===== src/rtl/watch_pkg.sv =====
// Shared constants for the watch display path: time field positions,
// active-low 7-segment glyphs and buzzer state encodings.
package watch_pkg;

   localparam int HOUR_MSB = 17;
   localparam int HOUR_LSB = 12;
   localparam int MIN_MSB  = 11;
   localparam int MIN_LSB  = 6;
   localparam int SEC_MSB  = 5;
   localparam int SEC_LSB  = 0;

   // Segment order is g..a in bits [6:0]; a 0 lights the segment.
   localparam logic [6:0] SEG_0     = 7'b1000000;
   localparam logic [6:0] SEG_1     = 7'b1111001;
   localparam logic [6:0] SEG_2     = 7'b0100100;
   localparam logic [6:0] SEG_3     = 7'b0110000;
   localparam logic [6:0] SEG_4     = 7'b0011001;
   localparam logic [6:0] SEG_5     = 7'b0010010;
   localparam logic [6:0] SEG_6     = 7'b0000010;
   localparam logic [6:0] SEG_7     = 7'b1111000;
   localparam logic [6:0] SEG_8     = 7'b0000000;
   localparam logic [6:0] SEG_9     = 7'b0010000;
   localparam logic [6:0] SEG_BLANK = 7'b1111111;
   localparam logic [6:0] SEG_DASH  = 7'b0111111;

   localparam logic [1:0] BZ_IDLE     = 2'd0;
   localparam logic [1:0] BZ_BEEP_ON  = 2'd1;
   localparam logic [1:0] BZ_BEEP_OFF = 2'd2;

   function automatic logic [6:0] seg_of(input logic [3:0] d);
      logic [6:0] g;
      case (d)
         4'd0:    g = SEG_0;
         4'd1:    g = SEG_1;
         4'd2:    g = SEG_2;
         4'd3:    g = SEG_3;
         4'd4:    g = SEG_4;
         4'd5:    g = SEG_5;
         4'd6:    g = SEG_6;
         4'd7:    g = SEG_7;
         4'd8:    g = SEG_8;
         4'd9:    g = SEG_9;
         default: g = SEG_BLANK;
      endcase
      return g;
   endfunction

endpackage


===== src/rtl/bin2bcd_60.sv =====
// Combinational 6-bit binary to two decimal digits, using a threshold
// chain instead of a divider; valid is high for values 0..59.
module bin2bcd_60
   import watch_pkg::*;
(
   input  logic [5:0] bin,
   output logic [3:0] tens,
   output logic [3:0] units,
   output logic       valid
);

   // Units are taken modulo 16, so subtracting (base mod 16) from the low
   // nibble yields the remainder without a full-width subtract.
   always_comb begin
      tens  = 4'd0;
      units = bin[3:0];
      if (bin >= 6'd60) begin
         tens  = 4'd6;
         units = bin[3:0] - 4'd12;
      end else if (bin >= 6'd50) begin
         tens  = 4'd5;
         units = bin[3:0] - 4'd2;
      end else if (bin >= 6'd40) begin
         tens  = 4'd4;
         units = bin[3:0] - 4'd8;
      end else if (bin >= 6'd30) begin
         tens  = 4'd3;
         units = bin[3:0] - 4'd14;
      end else if (bin >= 6'd20) begin
         tens  = 4'd2;
         units = bin[3:0] - 4'd4;
      end else if (bin >= 6'd10) begin
         tens  = 4'd1;
         units = bin[3:0] - 4'd10;
      end
   end

   assign valid = (bin <= 6'd59);

endmodule


===== src/rtl/watch_display.sv =====
// Six-digit multiplexed HH:MM:SS display with per-frame time snapshot,
// 12/24-hour formatting, colon blink and a gated alarm tone.
module watch_display
   import watch_pkg::*;
#(
   parameter int scan_cnt  = 50000,
   parameter int tone_half = 25000,
   parameter int gate_len  = 5000000,
   parameter int cnt_w     = 24
)(
   input  logic        clock,
   input  logic        reset,
   input  logic [17:0] time_data,
   input  logic        am_pm_div,
   input  logic        alerm_equal,
   output logic [7:0]  seg,
   output logic [5:0]  digit_sel,
   output logic        buzzer
);

   logic [cnt_w-1:0] pre_q, pre_d;
   logic [2:0]       idx_q, idx_d;
   logic             load_pending_q, load_pending_d;
   logic [17:0]      snap_time_q, snap_time_d;
   logic             snap_12h_q, snap_12h_d;
   logic [7:0]       seg_q, seg_d;
   logic [5:0]       digit_sel_q, digit_sel_d;
   logic [1:0]       bz_state_q, bz_state_d;
   logic [cnt_w-1:0] tone_q, tone_d;
   logic [cnt_w-1:0] gate_q, gate_d;
   logic             buzz_q, buzz_d;

   logic             pre_term;
   logic             frame_end;

   assign pre_term  = (pre_q == cnt_w'(scan_cnt - 1));
   assign frame_end = pre_term && (idx_q == 3'd5);

   always_comb begin
      pre_d          = pre_term ? '0 : pre_q + 1'b1;
      idx_d          = idx_q;
      if (pre_term) begin
         idx_d = (idx_q == 3'd5) ? 3'd0 : idx_q + 3'd1;
      end
      load_pending_d = 1'b0;
      snap_time_d    = snap_time_q;
      snap_12h_d     = snap_12h_q;
      // Only take new time at frame boundaries so a frame never mixes two times.
      if (load_pending_q || frame_end) begin
         snap_time_d = time_data;
         snap_12h_d  = am_pm_div;
      end
   end

   logic [5:0] hour, minute, second;
   logic [5:0] hour_disp;
   logic       hour_in_range, hour_pm;

   assign hour          = snap_time_q[HOUR_MSB:HOUR_LSB];
   assign minute        = snap_time_q[MIN_MSB:MIN_LSB];
   assign second        = snap_time_q[SEC_MSB:SEC_LSB];
   assign hour_in_range = (hour <= 6'd23);
   assign hour_pm       = snap_12h_q && hour_in_range && (hour >= 6'd12);

   always_comb begin
      hour_disp = hour;
      if (snap_12h_q && hour_in_range) begin
         if (hour == 6'd0) begin
            hour_disp = 6'd12;
         end else if (hour > 6'd12) begin
            hour_disp = hour - 6'd12;
         end
      end
   end

   logic [3:0] sec_t, sec_u, min_t, min_u, hr_t, hr_u;
   logic       sec_ok, min_ok, hr_bcd_ok, hour_ok;

   bin2bcd_60 u_sec (.bin(second),    .tens(sec_t), .units(sec_u), .valid(sec_ok));
   bin2bcd_60 u_min (.bin(minute),    .tens(min_t), .units(min_u), .valid(min_ok));
   bin2bcd_60 u_hr  (.bin(hour_disp), .tens(hr_t),  .units(hr_u),  .valid(hr_bcd_ok));

   assign hour_ok = hour_in_range && hr_bcd_ok;

   // Colon dots on digits 2 and 4 blink with the seconds (lit on even).
   always_comb begin
      seg_d       = {1'b1, SEG_BLANK};
      digit_sel_d = ~(6'b000001 << idx_q);
      case (idx_q)
         3'd0: seg_d = {1'b1, sec_ok ? seg_of(sec_u) : SEG_DASH};
         3'd1: seg_d = {1'b1, sec_ok ? seg_of(sec_t) : SEG_DASH};
         3'd2: seg_d = {second[0], min_ok ? seg_of(min_u) : SEG_DASH};
         3'd3: seg_d = {1'b1, min_ok ? seg_of(min_t) : SEG_DASH};
         3'd4: seg_d = {second[0], hour_ok ? seg_of(hr_u) : SEG_DASH};
         3'd5: begin
            if (!hour_ok) begin
               seg_d = {~hour_pm, SEG_DASH};
            end else if (snap_12h_q && (hr_t == 4'd0)) begin
               seg_d = {~hour_pm, SEG_BLANK};
            end else begin
               seg_d = {~hour_pm, seg_of(hr_t)};
            end
         end
         default: seg_d = {1'b1, SEG_BLANK};
      endcase
   end

   logic tone_last, gate_last;

   assign tone_last = (tone_q == cnt_w'(tone_half - 1));
   assign gate_last = (gate_q == cnt_w'(gate_len - 1));

   always_comb begin
      bz_state_d = bz_state_q;
      tone_d     = tone_q;
      gate_d     = gate_q;
      buzz_d     = buzz_q;
      if (!alerm_equal) begin
         bz_state_d = BZ_IDLE;
         tone_d     = '0;
         gate_d     = '0;
         buzz_d     = 1'b0;
      end else begin
         case (bz_state_q)
            BZ_IDLE: begin
               bz_state_d = BZ_BEEP_ON;
               tone_d     = '0;
               gate_d     = '0;
               buzz_d     = 1'b0;
            end
            BZ_BEEP_ON: begin
               if (gate_last) begin
                  bz_state_d = BZ_BEEP_OFF;
                  gate_d     = '0;
                  tone_d     = '0;
                  buzz_d     = 1'b0;
               end else begin
                  gate_d = gate_q + 1'b1;
                  if (tone_last) begin
                     tone_d = '0;
                     buzz_d = ~buzz_q;
                  end else begin
                     tone_d = tone_q + 1'b1;
                  end
               end
            end
            BZ_BEEP_OFF: begin
               buzz_d = 1'b0;
               tone_d = '0;
               if (gate_last) begin
                  bz_state_d = BZ_BEEP_ON;
                  gate_d     = '0;
               end else begin
                  gate_d = gate_q + 1'b1;
               end
            end
            default: begin
               bz_state_d = BZ_IDLE;
               tone_d     = '0;
               gate_d     = '0;
               buzz_d     = 1'b0;
            end
         endcase
      end
   end

   always_ff @(posedge clock or negedge reset) begin
      if (!reset) begin
         pre_q          <= '0;
         idx_q          <= 3'd0;
         load_pending_q <= 1'b1;
         snap_time_q    <= '0;
         snap_12h_q     <= 1'b0;
         seg_q          <= 8'hFF;
         digit_sel_q    <= 6'b111111;
         bz_state_q     <= BZ_IDLE;
         tone_q         <= '0;
         gate_q         <= '0;
         buzz_q         <= 1'b0;
      end else begin
         pre_q          <= pre_d;
         idx_q          <= idx_d;
         load_pending_q <= load_pending_d;
         snap_time_q    <= snap_time_d;
         snap_12h_q     <= snap_12h_d;
         seg_q          <= seg_d;
         digit_sel_q    <= digit_sel_d;
         bz_state_q     <= bz_state_d;
         tone_q         <= tone_d;
         gate_q         <= gate_d;
         buzz_q         <= buzz_d;
      end
   end

   assign seg       = seg_q;
   assign digit_sel = digit_sel_q;
   assign buzzer    = buzz_q;

endmodule


===== config.mk =====
export PLATFORM = sky130hd
export DESIGN_NAME = watch_display
export DESIGN_NICKNAME = d
export VERILOG_FILES = /design/src/rtl/watch_pkg.sv /design/src/rtl/bin2bcd_60.sv /design/src/rtl/watch_display.sv
export SDC_FILE = /design/constraint.sdc
export NUM_CORES = 1
export LEC_CHECK = 0
export ABC_CLOCK_PERIOD_IN_PS = 10900
export CORE_ASPECT_RATIO = 2
export CORE_MARGIN = 2
export CORE_UTILIZATION = 50
export CTS_CLUSTER_DIAMETER = 80
export DETAILED_ROUTE_END_ITERATION = 6
export PLACE_DENSITY = 0.68
export SETUP_SLACK_MARGIN = 0.1
export SLEW_MARGIN = 0
export SYNTH_ARGS = -nofsm -noshare
export SYNTH_HDL_FRONTEND = slang
export SYNTH_SLANG_ARGS = --single-unit

===== constraint.sdc =====
create_clock -name clock -period 10.9 [get_ports clock]
set_input_delay 2.18 -clock clock [delete_from_list [all_inputs] [get_ports clock]]
set_output_delay 2.18 -clock clock [all_outputs]
set_load 0.01 [all_outputs]

* After elaboration in Yosys (flattened, before gate mapping)
Memory sizes are Yosys's and may differ from the RTL's.
Cells that the tools add are included.
** Storage, ports and cells
- Logic and storage cells :: 157
- Output and inout bits :: 15
- Bits in read-only memories :: 672
- Input port bits :: 22
- Register bits :: 112
- Memories kept :: 6
** Cells by class
- Equality and inequality tests :: 13
- Shift-type cells :: 1
- Add/sub/neg operators :: 23
- Bitwise operators :: 3
- Reductions and logical operators :: 12
- Muxes and demuxes :: 64
- Magnitude comparators :: 24
** Memory list
- (name not given) :: depth 16, width 7, read ports 1, clocked after Yosys merged registers in 0, wr ports 0, line watch_pkg.sv:32 : case (d)
- (name not given) :: depth 16, width 7, read ports 1, clocked after Yosys merged registers in 0, wr ports 0, line watch_pkg.sv:32
- (name not given) :: depth 16, width 7, read ports 1, clocked after Yosys merged registers in 0, wr ports 0, line watch_pkg.sv:32
- (name not given) :: depth 16, width 7, read ports 1, clocked after Yosys merged registers in 0, wr ports 0, line watch_pkg.sv:32
- (name not given) :: depth 16, width 7, read ports 1, clocked after Yosys merged registers in 0, wr ports 0, line watch_pkg.sv:32
- (name not given) :: depth 16, width 7, read ports 1, clocked after Yosys merged registers in 0, wr ports 0, line watch_pkg.sv:32
** Operators with widths (count)
- 24-bit 2-to-1 mux :: 8
- 4-bit 2-to-1 mux :: 33
- 24-bit by 1-bit adder with 24-bit output, second input constant :: 3
- 6-bit >= comparator, second input constant :: 9
- 7-bit 2-to-1 mux :: 7
- 8-bit case mux with 6 select lines :: 1
- 4-bit subtractor, second input constant :: 12
- 6-bit by 5-bit >= comparator with 1-bit output, second input constant :: 6
- 24-bit by 15-bit equality test with 1-bit output, second input constant :: 1
- 24-bit by 16-bit equality test with 1-bit output, second input constant :: 1
- 24-bit by 23-bit equality test with 1-bit output, second input constant :: 1
- 6-bit by 4-bit >= comparator with 1-bit output, second input constant :: 4
- 6-bit <= comparator, second input constant :: 3
- 6-bit 2-to-1 mux :: 3
- 4-bit by 2-bit subtractor with 4-bit output, second input constant :: 3
- 4-bit by 3-bit subtractor with 4-bit output, second input constant :: 3
- 1-bit 2-to-1 mux :: 7
- 3-bit by 2-bit equality test with 1-bit output, second input constant :: 2
- 3-bit equality test, second input constant :: 2
- 6-bit by 4-bit greater-than comparator with 1-bit output, second input constant :: 1
- 6-bit by 5-bit <= comparator with 1-bit output, second input constant :: 1
- 6-bit logical NOT :: 1
- 2-bit 2-to-1 mux :: 3
- 3-bit != test, second input constant :: 2
- other kinds (18) :: 23

* Longest topological paths before layout
Gate-level depths: netlist of the first run.
- Depth after elaboration :: 16
- Depth in mapped cells :: 24
- Mapped depth without buffers :: 23

* Hierarchy
From an unflattened synthesis of the first run, not the netlist that was laid out.
** Unflattened totals
- Cell total of the unflattened synthesis :: 910
- Area total of the unflattened synthesis :: 8310.5 um^2
** By module, submodules not included
- watch_display :: area an instance 6737.7 um^2, cells an instance 706, seq. area each 2821.5 um^2, times used 1
- bin2bcd_60 :: area an instance 524.3 um^2, cells an instance 68, seq. area each 0.0 um^2, times used 3

* Worst setup path before layout of the first run
OpenSTA, ideal clock, no wires.
- Kind :: reg-to-reg
- Start point :: register snap_time_q[15]
- End point :: register seg_q[6], in the netlist seg[6]
- Slack :: 6.956 ns
- Required time :: 10.806 ns
- Data arrival time :: 3.850 ns
- Clock period less this slack :: 3.944 ns
- Cell stages (with the launch flop) :: 19
- Buffers on the path :: 0
- Setup time :: 0.094 ns
- Cells stage by stage :: dfrtp_1 inv_1 ha_1 nand3_2 a21oi_2 a21oi_1 a21oi_1 inv_1 ha_1 a211oi_2 o311a_2 nor3_2 o31ai_4 inv_1 ha_1 nand2_1 a311oi_1 a2111oi_0 nand4_1
** On the way
- Cells in the longest elaborated chain, start to end :: 16
- Elaborated cells on any way between the ends :: 42
** RTL lines
- from (decl) :: line watch_display.sv:24 : logic [17:0] snap_time_q, snap_time_d;
- from (signal assigned) :: line watch_display.sv:184 : snap_time_q <= snap_time_d;
- branches (longest 15 deep; another with memory 16 x 7 bit)
- 8-bit case mux with 6 select lines * :: line watch_display.sv:89 : case (idx_q)
- named net seg_d[6] :: line watch_display.sv:26 : logic [7:0] seg_q, seg_d;
- to (signal assigned) :: line watch_display.sv:186 : seg_q <= seg_d;
- to (decl) :: line watch_display.sv:26
Mark *: on every way through the listed nets, which the timed path passes.
A chain may end at the register's enable or synchronous reset.

* Final worst setup path of the first run
- Start point :: register snap_time_q[13]
- End point :: register seg_q[5], in the netlist seg[5]
Same word-level chain as after synthesis.

==> metrics.cfg, run 1 <==
[hold_path]
hp-start = pre_q[0]$_DFF_PN0_
whs_path_depth = 1
hold_end = pre_q[0]$_DFF_PN0_
min_path_type = reg2reg

[clock_tree]
postCtsHoldBufs = 0
clock_latency_ps = 360
cts_tree = yes
cts_buffer_depth = 2
cts_sinks = 112
numCtsBuffers = 9
cts_setup_buffers = 0
htree_levels = 3
clockRootBuffer = clkbuf_16
clk_pin_slew_ps = 80
post_cts_resized = 0

[cells_and_area]
multi_input_area_sq_um = 4600
utilization = 0.561
layout_common_cells = nor2_1 (105), dfrtp_1 (97), nand2_1 (81), ha_1 (60), xor2_1 (45)
final_common_cell = nor2_1
nNetsFinal = 949
layout-drive-gt1-share = 0.0952
final_area_sq_um = 8540
fillCellCount = 1423
seq_area_sq_um = 2820
area_delta_synth_final_pct = 10.6
n_antenna_cell = 0

[pwr]
pwr-share-seq = 0.389
p_leak_nw = 3.71
irDropWorstVdd_uv = 82.3
pwr-share-clk = 0.290
p_comb_frac = 0.322
p_sw_frac = 0.357
p_switching_uw = 439
power_density_nw_per_um2 = 144
intPower_uw = 791

[drt]
drt_iter0_markers = 286
dr.pass1.iters = 5
drc = 0
routed_wl_mm = 18.3
via_count = 6227
wl_per_cell_um = 17.1
ant_nets = 0
via_per_inst = 5.82

[worst_setup_path]
r2r_slack_ps = 5910
critPathKind = reg2reg
regToRegEndpoint = seg[5]$_DFF_PN1_
cp_data_arrival_time_ps = 5260
cp-end-kind = flop
r2r_start = snap_time_q[13]$_DFFE_PN0P_
worstRegToRegCells = 16
cp.required_ps = 11170
start_kind = flop
critPathMaxFanout = 11

[yosys]
synth-main-ff-cell = dfrtp_1
ys_warn_count = 0
synthArstFlopShare = 1.00
syn_inst = 846
synth_cell_types = 90
syn_avg_cell_area_sq_um = 9.13
synth_nets = 928
seq_area_frac_synth = 0.365
syn_area_sq_um = 7720
synth_seq_cells = 112
synth_edf_count = 0

[grt]
grt_max_degree = 72
grtUsageTotal = 0.232
grt_pass1_vias = 6506
grt_overflow = 0
grt_pass1_wl_mm = 31.0
grt_antenna_before_repair = 0

[timing]
fin_crit_sh = 0.457
rsz0062_at_grt = no
min_period_ps = 4990
tns_ps = 0
fmaxAchievable_mhz = 201
hold_violations = 0
slew_headroom = 0.365
finalSetupViolCount = 0
drv_slew = 0
fin_hold_ws_ps = 464
fin_ws_ps = 5910
tightest_slew_ps = 950
fin_skew_ps = 6.57

[die]
die_area_sq_um = 16500
core_area_sq_um = 15200
start_util = 0.508
die_w_um = 91.9
rows = 64
pin_count = 37
die_h_um = 180

[status]
outcome = finished clean

[placement]
place_area_sq_um = 8220
gp_congestion = 0.979
dp_slack_ps = 6040
hpwlAfterDp_mm = 13.5
numPortBuffers = 36

[run]
cap_violations = 0

-- power groups by stage --
stage               Sequential [mW]  Combinational [mW]  Clock, mW
detailed placement            0.486               0.388          0
global route                  0.482               0.436      0.383
CTS                           0.478               0.391      0.365
floorplan                     0.474               0.285          0
finish                        0.478               0.395      0.356
global placement              0.486               0.388          0
-- flip-flops by register name (all words and copies together), names as in the netlist --
register,count
pre_q,24
gate_q,24
digit_sel,6
snap_time_q,18
snap_12h_q,1
tone_q,24
load_pending_q,1
seg,8
bz_state_q,2
buzzer,1
idx_q,3
-- Yosys cell counts, types with 5 or more instances --
library cell	number	share of area
nand2_1	81	0.039
a31oi_1	8	0.0065
o21ai_0	22	0.014
clkbuf_1	21	0.010
mux2_2	21	0.031
nand4_1	9	0.0073
nand2b_1	8	0.0065
o211ai_1	5	0.0049
dfrtp_1	97	0.31
nand3_1	34	0.022
nand3b_1	5	0.0049
dfstp_2	15	0.051
o221ai_1	7	0.0079
nor2_1	105	0.051
a211oi_1	7	0.0068
inv_1	43	0.021
mux2i_1	8	0.010
xor2_1	45	0.051
xnor2_1	31	0.035
a21oi_1	41	0.027
a311oi_1	5	0.0057
nor3_1	13	0.0084
a21o_1	7	0.0068
and3_1	26	0.021
ha_1	60	0.097
o31ai_1	7	0.0068
and2_1	5	0.0041
nor4_1	10	0.0081
-- final cells by class --
| class | count | area share |
|---|---|---|
| clock buffers | 9 | 0.0264 |
| flip-flops and latches | 112 | 0.330 |
| inverters | 44 | 0.0193 |
| repair buffers | 39 | 0.0445 |
| multi-input cells | 661 | 0.539 |
| well taps | 198 | 0.0290 |
| clock inverters | 7 | 0.0113 |
-- worst max-delay path, stage by stage (launching register included) --
cell and delay (ps):
dfrtp_1 720, nand3_2 220, a21oi_2 450, a21oi_1 120, a21oi_1 610, inv_1 200, ha_1 320, a211oi_2 320
o311a_2 280, nor3_2 60, o31ai_4 440, inv_1 120, ha_1 240, o21ai_0 170, a21oi_1 90, nor3_1 350
o221ai_1 180
-- cell families after synthesis --
logic type               after synthesis  share of synthesized area
buffers and inverters                 73                     0.0403
AO/OA/AOI/OAI                        164                      0.156
other                                  1                   0.000486
multiplexers                          29                     0.0410
adder cells (fa/ha/maj)               60                     0.0972
flip-flops                           112                      0.365
XOR/XNOR                              77                     0.0898
AND/OR/NAND/NOR                      330                      0.210
-- metal layers --
layer,part of all wire,up-vias,track usage
li1,-,3026,-
met4,0.043,0,0.115
met1,0.37,3034,0.237
met2,0.56,118,0.446
met3,0.021,49,0.0310
met5,0,-,0
-- metrics by stage --
| stage | total power, mW | cells |
|---|---|---|
| floorplan | 0.759 | 846 |
| global placement | 0.873 | 1054 |
| global route | 1.30 | 1070 |
| detailed placement | 0.874 | 1054 |
| CTS | 1.23 | 1070 |
| finish | 1.23 | 1070 |
-- worst max path at each step --
stage	start	endpoint	slack, ps	cells after the start
floorplan	snap_time_q[15]$_DFFE_PN0P_	seg[6]$_DFF_PN1_	6960	18
CTS	snap_time_q[13]$_DFFE_PN0P_	seg[5]$_DFF_PN1_	6030	16
finish	snap_time_q[13]$_DFFE_PN0P_	seg[5]$_DFF_PN1_	5910	16
global placement	snap_time_q[13]$_DFFE_PN0P_	seg[5]$_DFF_PN1_	6110	16
global route	snap_time_q[13]$_DFFE_PN0P_	seg[5]$_DFF_PN1_	5470	16
detailed placement	snap_time_q[13]$_DFFE_PN0P_	seg[5]$_DFF_PN1_	6040	16
Power figures use the tool's default switching activity.
==> run 2: changes to the inputs <==
--- a/config.mk
+++ b/config.mk
@@ -5,7 +5,7 @@
 export SDC_FILE = /design/constraint.sdc
 export NUM_CORES = 1
 export LEC_CHECK = 0
-export ABC_CLOCK_PERIOD_IN_PS = 10900
+export ABC_CLOCK_PERIOD_IN_PS = 5200
 export CORE_ASPECT_RATIO = 2
 export CORE_MARGIN = 2
 export CORE_UTILIZATION = 50
==> constraint.sdc (replaced) <==
create_clock -name clock -period 5.2 [get_ports clock]
set_input_delay 1.04 -clock clock [delete_from_list [all_inputs] [get_ports clock]]
set_output_delay 1.04 -clock clock [all_outputs]
set_load 0.01 [all_outputs]
==> metrics.cfg, run 2 (synthesized netlist as in run 1, its figures left out) <==
[status]
outcome = finished clean

[timing]
tightest_slew_ps = 987
min_period_ps = 4590
rsz0062_at_grt = no
hold_violations = 0
fin_skew_ps = 10.9
slew_headroom = 0.342
fin_ws_ps = 614
finalSetupViolCount = 0
drv_slew = 0
fin_hold_ws_ps = 457
fmaxAchievable_mhz = 218
tns_ps = 0
fin_crit_sh = 0.882

[worst_setup_path]
critPathMaxFanout = 8
worst_path_max_delay_cell = o41a_1
critPathTopFamily = compound AO/OA/AOI/OAI gates
cp-end-kind = flop
cpMostUsedCell = inv_1
crit_path_cell_trace = inv_1 -> ha_1 -> nand3_2 -> a21o_1 -> o31ai_1 -> a21oi_2 -> inv_1 -> ha_1 -> inv_1 -> o41a_1 -> o21ai_1 -> or2_2 -> nand2_1 -> nand2_1 -> inv_1 -> ha_1 -> nand2_1 -> inv_1 -> o31ai_1 -> a21oi_1 -> nor4_2 -> o211ai_1
start_kind = flop
cp.required_ps = 5470
cp_data_arrival_time_ps = 4860
critPathKind = reg2reg
cp.buffers_inverters = 5
max_stage_delay_ps = 480

[drt]
ant_nets = 0
routed_wl_mm = 18.3
dr.pass1.iters = 5
via_per_inst = 5.86
wl_per_cell_um = 17.1
drc = 0
drt_iter0_markers = 265
via_count = 6285

[cells_and_area]
final_area_sq_um = 8550
fillCellCount = 1406
final_common_cell = nor2_1
area_delta_synth_final_pct = 10.7
top_regs = gate_q (24), pre_q (24), tone_q (24)
nNetsFinal = 952
layout-drive-gt1-share = 0.102
n_antenna_cell = 0
layout_common_cells = nor2_1 (105), dfrtp_1 (96), nand2_1 (81), ha_1 (60), xor2_1 (45)
multi_input_area_sq_um = 4610
utilization = 0.562
seq_area_sq_um = 2820

[clock_tree]
cts_buffer_depth = 2
htree_levels = 3
cts_tree = yes
numCtsBuffers = 9
cts_sinks = 112
clockRootBuffer = clkbuf_16
clk_pin_slew_ps = 80
postCtsHoldBufs = 0
clock_latency_ps = 370

[grt]
grt_max_degree = 75
grt_antenna_before_repair = 0
grt_overflow = 0
grtUsageTotal = 0.239
grt_pass1_wl_mm = 32.0
grt_pass1_vias = 6596

[placement]
hpwlAfterDp_mm = 13.8
gp_congestion = 0.929
place_area_sq_um = 8240
numPortBuffers = 36
dp_slack_ps = 424

[run]
cap_violations = 0

[die]
die_w_um = 91.9
die_area_sq_um = 16500
pin_count = 37
start_util = 0.508
core_area_sq_um = 15200
rows = 64
die_h_um = 180

[pwr]
intPower_mw = 1.63
p_sw_frac = 0.361
p_comb_frac = 0.327
p_leak_nw = 3.72
pwr-share-clk = 0.281
pwr-share-seq = 0.392
p_switching_uw = 920
power_density_nw_per_um2 = 298
irDropWorstVdd_uv = 179

[hold_path]
min_path_type = reg2reg

[run 2: path summary, 6_finish.rpt]
| check | from | to | slack, ps | cells past startpoint |
|---|---|---|---|---|
| hold / removal | pre_q[0]$_DFF_PN0_ | pre_q[0]$_DFF_PN0_ | 460 | 1 |
| min in group asynchronous | reset | gate_q[2]$_DFF_PN0_ | 830 | 1 |
| setup / recovery | snap_time_q[15]$_DFFE_PN0P_ | seg[4]$_DFF_PN1_ | 610 | 22 |
| hold reg to reg | pre_q[0]$_DFF_PN0_ | pre_q[0]$_DFF_PN0_ | 460 | 1 |
| max in group asynchronous | reset | digit_sel[0]$_DFF_PN1_ | 3260 | 2 |
| setup reg to reg | snap_time_q[15]$_DFFE_PN0P_ | seg[4]$_DFF_PN1_ | 610 | 22 |
[run 2: stage by stage]
step	instances	power (mW)
6_report	1073	2.55
3_5_place_dp	1057	1.84
2_1_floorplan	846	1.59
4_1_cts	1073	2.56
5_1_grt	1073	2.71
3_3_place_gp	1057	1.83
[run 2: metal layers]
metal | vias up | global-route usage | part of all wire
li1 | 3053 | - | -
met1 | 3050 | 0.249 | 0.37
met5 | - | 0 | 0
met3 | 62 | 0.0344 | 0.020
met4 | 0 | 0.118 | 0.048
met2 | 120 | 0.454 | 0.56
[run 2: area by class of cell]
cell class,count,share of cell area
clock buffer,10,0.0279
clock inverter,6,0.00732
inverter,44,0.0193
multi-input combinational,661,0.539
sequential,112,0.330
tap,198,0.0290
timing repair buffer,42,0.0471
[run 2: power by group through the flow]
stage               logic (mW)  registers, mW  clock network, mW
floorplan                0.597          0.994                  0
global placement         0.815           1.01                  0
detailed placement       0.821           1.02                  0
CTS                      0.826          0.998              0.738
global route             0.932           1.01              0.772
finish                   0.832          0.999              0.716
[run 2: worst reg2reg max path, delay by kind of cell, from the launching register on]
family,cells,cell delay (ps)
compound gates,8,2140
fa+ha+maj,3,580
buf+inv,5,500
flops,1,440
simple gates,6,840
[run 2: repair_timing]
action / in CTS / in global routing
gates resized for setup: 0 / 3
endpoints found under the setup margin: 0 / 3
endpoints found under the hold margin: 0 / 0
setup buffers: 0 / 0
